**config.mk**
```make
export PLATFORM = sky130hd
export DESIGN_NAME = alu_share_arbiter
export DESIGN_NICKNAME = d
export VERILOG_FILES = /design/src/rtl/alu_share_arbiter.sv
export SDC_FILE = /design/constraint.sdc
export NUM_CORES = 1
export LEC_CHECK = 0
export BUFFER_PORTS_ARGS = -buffer_cell sky130_fd_sc_hd__clkbuf_2
export CORE_AREA = 2 2 165 167
export DETAILED_ROUTE_END_ITERATION = 10
export DIE_AREA = 0 0 167 169
export GPL_TIMING_DRIVEN = 0
export PLACE_DENSITY = 0.53
export SLEW_MARGIN = 5
export SYNTH_ARGS = -nofsm -noshare
export SYNTH_HDL_FRONTEND = slang
export SYNTH_SLANG_ARGS = --single-unit
```
**constraint.sdc**
```tcl
create_clock -name clk_i -period 1.8 [get_ports clk_i]
set_input_delay 0 -clock clk_i [delete_from_list [all_inputs] [get_ports clk_i]]
set_output_delay 0 -clock clk_i [all_outputs]
set_load 0.02 [all_outputs]
```
**src/rtl/alu_share_arbiter.sv**
```systemverilog
// Round-robin arbiter that shares one combinational ALU among N_REQ requesters,
// returning results through a single registered valid/ready channel tagged by id.
module alu_share_arbiter #(
   parameter int unsigned N_REQ = 4,
   parameter int unsigned WIDTH = 32,
   localparam int unsigned ID_W = $clog2(N_REQ)
) (
   input  logic                   clk_i,
   input  logic                   rst_ni,
   input  logic [N_REQ-1:0]       req_valid_i,
   output logic [N_REQ-1:0]       req_ready_o,
   input  logic [N_REQ*WIDTH-1:0] req_a_i,
   input  logic [N_REQ*WIDTH-1:0] req_b_i,
   input  logic [N_REQ*4-1:0]     req_op_i,
   output logic [WIDTH-1:0]       alu_a_o,
   output logic [WIDTH-1:0]       alu_b_o,
   output logic [3:0]             alu_op_o,
   input  logic [WIDTH-1:0]       alu_result_i,
   input  logic                   alu_zero_i,
   output logic                   rsp_valid_o,
   input  logic                   rsp_ready_i,
   output logic [ID_W-1:0]        rsp_id_o,
   output logic [WIDTH-1:0]       rsp_result_o,
   output logic                   rsp_zero_o,
   output logic                   rsp_illegal_o
);

   typedef enum logic {StEmpty, StFull} state_e;

   state_e           state_q;
   logic [ID_W-1:0]  rr_ptr_q, rr_ptr_d;
   logic [ID_W-1:0]  gnt_idx;
   logic             gnt_found;
   logic             can_accept;
   logic             xfer;
   logic             illegal;
   int unsigned      idx;
   logic [ID_W-1:0]  rsp_id_q;
   logic [WIDTH-1:0] rsp_result_q;
   logic             rsp_zero_q;
   logic             rsp_illegal_q;

   // A full response register may be drained and refilled in the same cycle.
   assign can_accept = (state_q == StEmpty) | rsp_ready_i;

   always_comb begin
      gnt_found = 1'b0;
      gnt_idx   = '0;
      idx       = 0;
      for (int unsigned k = 0; k < N_REQ; k++) begin
         idx = (32'(rr_ptr_q) + k) % N_REQ;
         if (!gnt_found && req_valid_i[idx]) begin
            gnt_found = 1'b1;
            gnt_idx   = ID_W'(idx);
         end
      end
   end

   // Reset masks the handshake so nothing is accepted while rst_ni is low.
   assign xfer        = rst_ni & can_accept & gnt_found;
   assign req_ready_o = xfer ? (N_REQ'(1) << gnt_idx) : '0;

   always_comb begin
      alu_a_o  = '0;
      alu_b_o  = '0;
      alu_op_o = 4'd0;
      if (xfer) begin
         alu_a_o  = req_a_i[gnt_idx*WIDTH +: WIDTH];
         alu_b_o  = req_b_i[gnt_idx*WIDTH +: WIDTH];
         alu_op_o = req_op_i[gnt_idx*4 +: 4];
      end
   end

   assign illegal  = alu_op_o > 4'd9;
   assign rr_ptr_d = (gnt_idx == ID_W'(N_REQ - 1)) ? '0 : gnt_idx + 1'b1;

   always_ff @(posedge clk_i) begin
      if (!rst_ni) begin
         state_q       <= StEmpty;
         rr_ptr_q      <= '0;
         rsp_id_q      <= '0;
         rsp_result_q  <= '0;
         rsp_zero_q    <= 1'b0;
         rsp_illegal_q <= 1'b0;
      end else if (xfer) begin
         state_q       <= StFull;
         rr_ptr_q      <= rr_ptr_d;
         rsp_id_q      <= gnt_idx;
         rsp_result_q  <= illegal ? '0 : alu_result_i;
         rsp_zero_q    <= illegal | alu_zero_i;
         rsp_illegal_q <= illegal;
      end else if (rsp_ready_i) begin
         state_q <= StEmpty;
      end
   end

   assign rsp_valid_o   = (state_q == StFull);
   assign rsp_id_o      = rsp_id_q;
   assign rsp_result_o  = rsp_result_q;
   assign rsp_zero_o    = rsp_zero_q;
   assign rsp_illegal_o = rsp_illegal_q;

endmodule
```
* Word level (Yosys, flattened, before mapping)
Index checks and enable logic that the tools add are counted.
** Cells by class
- Reductions and logical operators :: 7
- Shift-type cells :: 4
- Magnitude comparators :: 5
- Bitwise operators :: 5
- Equal/unequal tests :: 1
- Multiplexer cells :: 24
- $add $sub $neg :: 4
** Operators with widths (count)
- 128-bit by 8-bit variable part select with 32-bit output :: 2
- 32-bit 2-to-1 mux :: 3
- 16-bit by 5-bit variable part select with 4-bit output :: 1
- 2-bit by 3-bit < comparator with 1-bit output (second input constant) :: 4
- 1-bit 2-to-1 mux :: 10
- 2-bit 2-to-1 mux :: 5
- 1-bit binary-select mux with 2-bit select :: 4
- 4-bit 2-to-1 mux :: 2
- 2-bit by 1-bit adder with 2-bit output (second input constant) :: 2
- 2-bit adder (second input constant) :: 2
- 4-bit > comparator (second input constant) :: 1
- 1-bit by 2-bit left shift with 4-bit output (first input constant) :: 1
- 1-bit logical AND :: 3
- 1-bit logical NOT :: 3
- 1-bit AND :: 2
- 2-bit equality test (second input constant) :: 1
- 1-bit bitwise OR :: 2
- 2-bit nonzero test :: 1
- 1-bit NOT :: 1
** Storage, ports and cells
- Word-level logic and storage cells :: 56
- Register bits :: 39
- Input bits :: 312
- Output and inout bits :: 109

* Longest topological paths before layout
- Word-level depth :: 16
- Depth in mapped cells :: 10
- Depth with buffers taken out :: 8

* Least setup slack after synthesis
Ideal clock, no wire load.
- Path kind :: register -> output
- Start :: reg rr_ptr_q[1]
- End :: out alu_a_o[0]
- Data required time :: 1.800 ns
- Cell stages (with the launch flop) :: 10
- Slack :: -0.421 ns
- Path buffers :: 3
- Arrival :: 2.221 ns
- Cells stage by stage :: dfxtp_1 > a21oi_1 > o21a_1 > o22ai_1 > inv_2 > buf_4 > buf_4 > buf_4 > mux2i_1 > a211oi_1
** On the way
- Cells in the longest elaborated chain, start to end :: 14
- Elaborated cells between the ends (all ways) :: 28
- Those cells by class :: add/sub: 3; shift: 1; mux: 17; bitwise: 1; reduce/logical: 6
** RTL lines
- from (decl) :: line 31 : logic [ID_W-1:0] rr_ptr_q, rr_ptr_d;
- from (signal assigned) :: line 87 : rr_ptr_q <= rr_ptr_d;
- parallel branches: the longest is 13 deep, another holds 2-bit by 1-bit adder with 2-bit output
- 32-bit 2-to-1 mux (*) :: line 67 : if (xfer) begin
- to (decl) :: line 15 : output logic [WIDTH-1:0] alu_a_o,
Mark *: on every way between the ends. The select of a mux whose other input is x is not followed.

* Worst setup path after layout
- Start :: reg rr_ptr_q[1]
- End :: out alu_a_o[19]
Same word-level chain as after synthesis.

==> impl_results.md <==
- Main combinational cell family by area after synthesis: multiplexers
- Total via count after detailed routing: 5,789
- Worst-Skew Late Latency: 280 ps
- Max Clock Skew: 5.339 ps
- Leak: 0.004105 uW
- Number of nets in the final layout: 1,305
- HPWL Detailed: 21.13 mm
- Clock Tree Buf Depth: 2
- Number of warnings printed during yosys synthesis: 0
- Top cell family by delay on the critical path: compound AO/OA/AOI/OAI gates
- Initial antenna violation count: 7
- Final ANT Viol Nets: 0
- Gate count after technology mapping: 500
- Pins over their slew limit: 0
- First DRT Iteration DRCs: 199
- Area inside the core boundary: 0.02650 mm^2
- Wire length of the first global-routing pass: 37.81 mm
- Combined global-route utilization of all metal layers: 17.35%
- FP Rows: 60
- Number of synthesized flops with an enable pin: 0
- Result of the run: finished, violations left
- Summed instance area of the synthesized netlist: 0.003980 mm^2
- Share of synthesized area occupied by flip-flops and latches: 19.62%
- Number of different library cells in the post-synthesis netlist: 31
- Final worst-path cycle share: 131.0%
- Syn avg cell area: 7.960 um^2
- Synth Register Bits: 39
- Power share of the clock group: 15.4%
- Die Span X: 167 um
- Maximum number of pins on one net before global-route repair: 13
- Final Hold Viols: 0
- Number of global-route vias before repair: 6,073
- Synth top area share: 19.62%
- Portion of total power attributed to sequential cells: 15.8%
- Worst path buffer plus inverter count: 5
- Die height: 169 um
- Synthesis-to-finish area growth: 123.6%
- Sort of element at the end of the critical path: output port
- Max Freq: 424.2 MHz
- Fraction of the mapped netlist area in compound gates: 19.55%
- Hold Startpoint: rsp_ready_i
- Area share of fa/ha/maj cells after synthesis: 1.257%
- Share of synthesized registers carrying an async set or reset: 0%
- CTS Buf Count: 5
- Post-layout instance count excluding filler cells: 1,334
- Violated checks: negative setup slack
- R2r setup slk: -460 ps
- Launching point of the worst reg2reg path: rr_ptr_q[1]$_SDFFE_PN0P_
- Die area: 0.02822 mm^2
- Worst Setup Start Kind: flip-flop
- Cell type with the highest aggregate area in the netlist: sky130_fd_sc_hd__dfxtp_1
- Number of setup violations in the final report: 107
- Crit Reg-Reg Endpoint: rsp_result_o[1]$_SDFFE_PN0P_
- Reg2reg path depth: 12
- Simple logic cell fraction of the synthesized area: 16.25%
- Sw Pwr: 2880 uW
- Clock Tree Root: sky130_fd_sc_hd__clkbuf_16
- Final wirelength: 26.05 mm
- Crit-path max FO: 8
- Power density over the cells: 769.9 mW/mm^2
- Effective utilization at floorplan: 15.02%
- Unrepaired setup endpoints after global routing: true
- Most frequent cell on the critical path: sky130_fd_sc_hd__buf_12
- TritonCTS clock tree: done
- Top-level port count: 421
- TritonCTS sink count: 39
- Max-cap viol count: 0
- Worst path setup slack after routing: -557.1 ps
- Worst-path clk slew: 60 ps
- Post-Synth XOR/XNOR Area: 0%
- Cell-internal power: 3973 uW
- Worst slew margin relative to its limit: 45.89%
- Least-Margin Pin Slew: 811.7 ps
- Type of the worst setup path: reg2out
- Number of H-tree levels: 2
- Crit path time final: 2357 ps
- Instance count along the most critical hold path: 4
- Largest cells by area after synthesis: sky130_fd_sc_hd__dfxtp_1 20%, sky130_fd_sc_hd__mux2_2 18%, sky130_fd_sc_hd__mux2i_1 18%
- Delay of the slowest critical-path stage: 360 ps
- Number of remaining DRC errors: 0
- Port Buffers: 420
- Arrival time reported for the critical path endpoint: 2360 ps
- Number of placed instances with taps included: 1,261
- Final design utilization: 33.59%
- Share of cell area taken by muxes after synthesis: 36.50%
- Cell breakdown of the critical path: a21oi_2 -> o21a_1 -> o22ai_4 -> inv_4 -> buf_12 -> buf_12 -> buf_12 -> mux2i_1 -> a211oi_4 -> clkbuf_8
- Cell types with the highest counts after synthesis: 97 x sky130_fd_sc_hd__nor2_1, 72 x sky130_fd_sc_hd__mux2i_1, 65 x sky130_fd_sc_hd__a211oi_1, 65 x sky130_fd_sc_hd__mux2_2, 39 x sky130_fd_sc_hd__dfxtp_1
- Worst voltage drop across the vdd grid: 0.0006849 V
- Worst min path class: in2reg
- Routed via count divided by cell count: 4.340
- Routed wire per std cell: 19.53 um
- Combinational Power Share: 68.8%
- Share of post-route cells with drive strength above 1: 70.81%
- Hold path endpoint: rsp_valid_o$_SDFFE_PN0P_
- Total iterations of the first detailed-routing run: 4
- Data required time at the worst endpoint: 1800 ps
- Final weighted congestion in routability-driven placement: 0.8425
- Critical-path cell with the highest stage delay: sky130_fd_sc_hd__dfxtp_4
- Total gr overflow: 0
- Share of total power consumed by net switching: 42.02%
- Synthesized net count: 816
- Library cell with the highest instance count after synthesis: sky130_fd_sc_hd__nor2_1
- Most common flop cell mapped by yosys: sky130_fd_sc_hd__dfxtp_1
## per-layer routing
metal | GRT usage (%) | vias to the layer above | wire (um)
li1 | - | 2788 | -
met1 | 20.97 | 2717 | 10350
met2 | 32.90 | 262 | 13790
met3 | 3.133 | 22 | 1707
met4 | 1.762 | 0 | 196
met5 | 0 | - | 0
## metrics by stage
stage / TNS (ps) / setup slack, ps / hold WS [ps] / instance area (um^2) / power (uW)
5_1_grt: -59340 / -654.5 / 196.5 / 8894 / 7231
6_report: -48690 / -557.1 / 138.6 / 8901 / 6853
3_5_place_dp: -66500 / -943.1 / 211.5 / 7177 / 4866
4_1_cts: -51260 / -589.9 / 135.7 / 8791 / 6810
2_1_floorplan: -1080 / -37.43 / 117.8 / 4648 / 3644
3_3_place_gp: -64860 / -916.1 / 205.1 / 7177 / 4841
## placed cells by master, fill, tap and decap left out, types with 3 or more instances in the layout
| cell type | synthesis | final |
|---|---|---|
| sky130_fd_sc_hd__nand3_1 | 4 | 4 |
| sky130_fd_sc_hd__clkbuf_1 | 30 | 10 |
| sky130_fd_sc_hd__buf_16 | 0 | 3 |
| sky130_fd_sc_hd__buf_12 | 0 | 9 |
| sky130_fd_sc_hd__inv_2 | 1 | 3 |
| sky130_fd_sc_hd__buf_6 | 0 | 15 |
| sky130_fd_sc_hd__nor3_2 | 0 | 32 |
| sky130_fd_sc_hd__mux2i_4 | 0 | 5 |
| sky130_fd_sc_hd__diode_2 | 0 | 3 |
| sky130_fd_sc_hd__nor2_1 | 97 | 91 |
| sky130_fd_sc_hd__a211oi_2 | 0 | 32 |
| sky130_fd_sc_hd__buf_2 | 7 | 6 |
| sky130_fd_sc_hd__clkbuf_16 | 0 | 7 |
| sky130_fd_sc_hd__mux2i_1 | 72 | 55 |
| sky130_fd_sc_hd__nand2_1 | 7 | 7 |
| sky130_fd_sc_hd__clkbuf_2 | 0 | 362 |
| sky130_fd_sc_hd__nor2_2 | 0 | 6 |
| sky130_fd_sc_hd__buf_4 | 13 | 48 |
| sky130_fd_sc_hd__buf_8 | 0 | 4 |
| sky130_fd_sc_hd__mux2i_2 | 0 | 12 |
| sky130_fd_sc_hd__and2_1 | 5 | 3 |
| sky130_fd_sc_hd__clkbuf_4 | 0 | 5 |
| sky130_fd_sc_hd__dfxtp_1 | 39 | 37 |
| sky130_fd_sc_hd__clkbuf_8 | 0 | 37 |
| sky130_fd_sc_hd__dlygate4sd3_1 | 0 | 33 |
| sky130_fd_sc_hd__a211oi_4 | 0 | 33 |
| sky130_fd_sc_hd__mux2_2 | 65 | 65 |
| sky130_fd_sc_hd__a21oi_1 | 34 | 32 |
## tightest hold or removal path, cell delays in order
cell	delay, ps
sky130_fd_sc_hd__clkbuf_2	70
sky130_fd_sc_hd__nand2b_1	120
sky130_fd_sc_hd__nor2b_1	130
sky130_fd_sc_hd__nor2b_1	50
## logic make-up (layout without fill, tap and decap cells)
kind of cell | Yosys count | count (layout)
multiplexers | 137 | 137
AND/OR/NAND/NOR | 152 | 152
buffers and inverters | 57 | 547
flip-flops | 39 | 39
AO/OA/AOI/OAI | 111 | 111
adder cells (fa/ha/maj) | 4 | 4
other | 0 | 3
## how the worst max path moves through the flow
stage	start	cells past startpoint	to
finish	rr_ptr_q[1]$_SDFFE_PN0P_	10	alu_a_o[19]
global route	rr_ptr_q[1]$_SDFFE_PN0P_	11	alu_a_o[27]
CTS	rr_ptr_q[1]$_SDFFE_PN0P_	10	alu_a_o[19]
detailed placement	req_valid_i[0]	7	alu_a_o[28]
global placement	req_valid_i[0]	7	alu_a_o[28]
floorplan	rr_ptr_q[1]$_SDFFE_PN0P_	9	alu_b_o[14]
## final cells by class
type                    count  area (um^2)
clock inverters             2        35.03
diodes                      3        7.507
repair buffers            482         3172
clock buffers               6        138.9
flip-flops and latches     39        788.3
fillers                  2745        17600
plain buffers              51        473.0
multi-input cells         404         3835
inverters                   6        25.02
well taps                 341        426.7
## state kept, by name, summed over array words and instances, names as in the netlist
signal         cells
rsp_zero_o         1
rsp_illegal_o      1
rsp_result_o      32
rsp_id_o           2
rsp_valid_o        1
rr_ptr_q           2
## repair_timing
item	4_1_cts	5_1_grt
buffers inserted	18	5
gates resized for setup	215	55
hold endpoints to repair	33	0
gates cloned	6	1
pin swaps	14	8
hold buffers	33	0
endpoints found under the setup margin	109	109
## power groups by stage
stage / registers, uW / clock network (uW) / logic (uW)
floorplan: 1250 / 0 / 2400
global placement: 1100 / 0 / 3740
detailed placement: 1100 / 0 / 3760
CTS: 1080 / 1080 / 4650
global route: 1100 / 1110 / 5020
finish: 1080 / 1060 / 4710
Power figures use the tool's default switching activity.
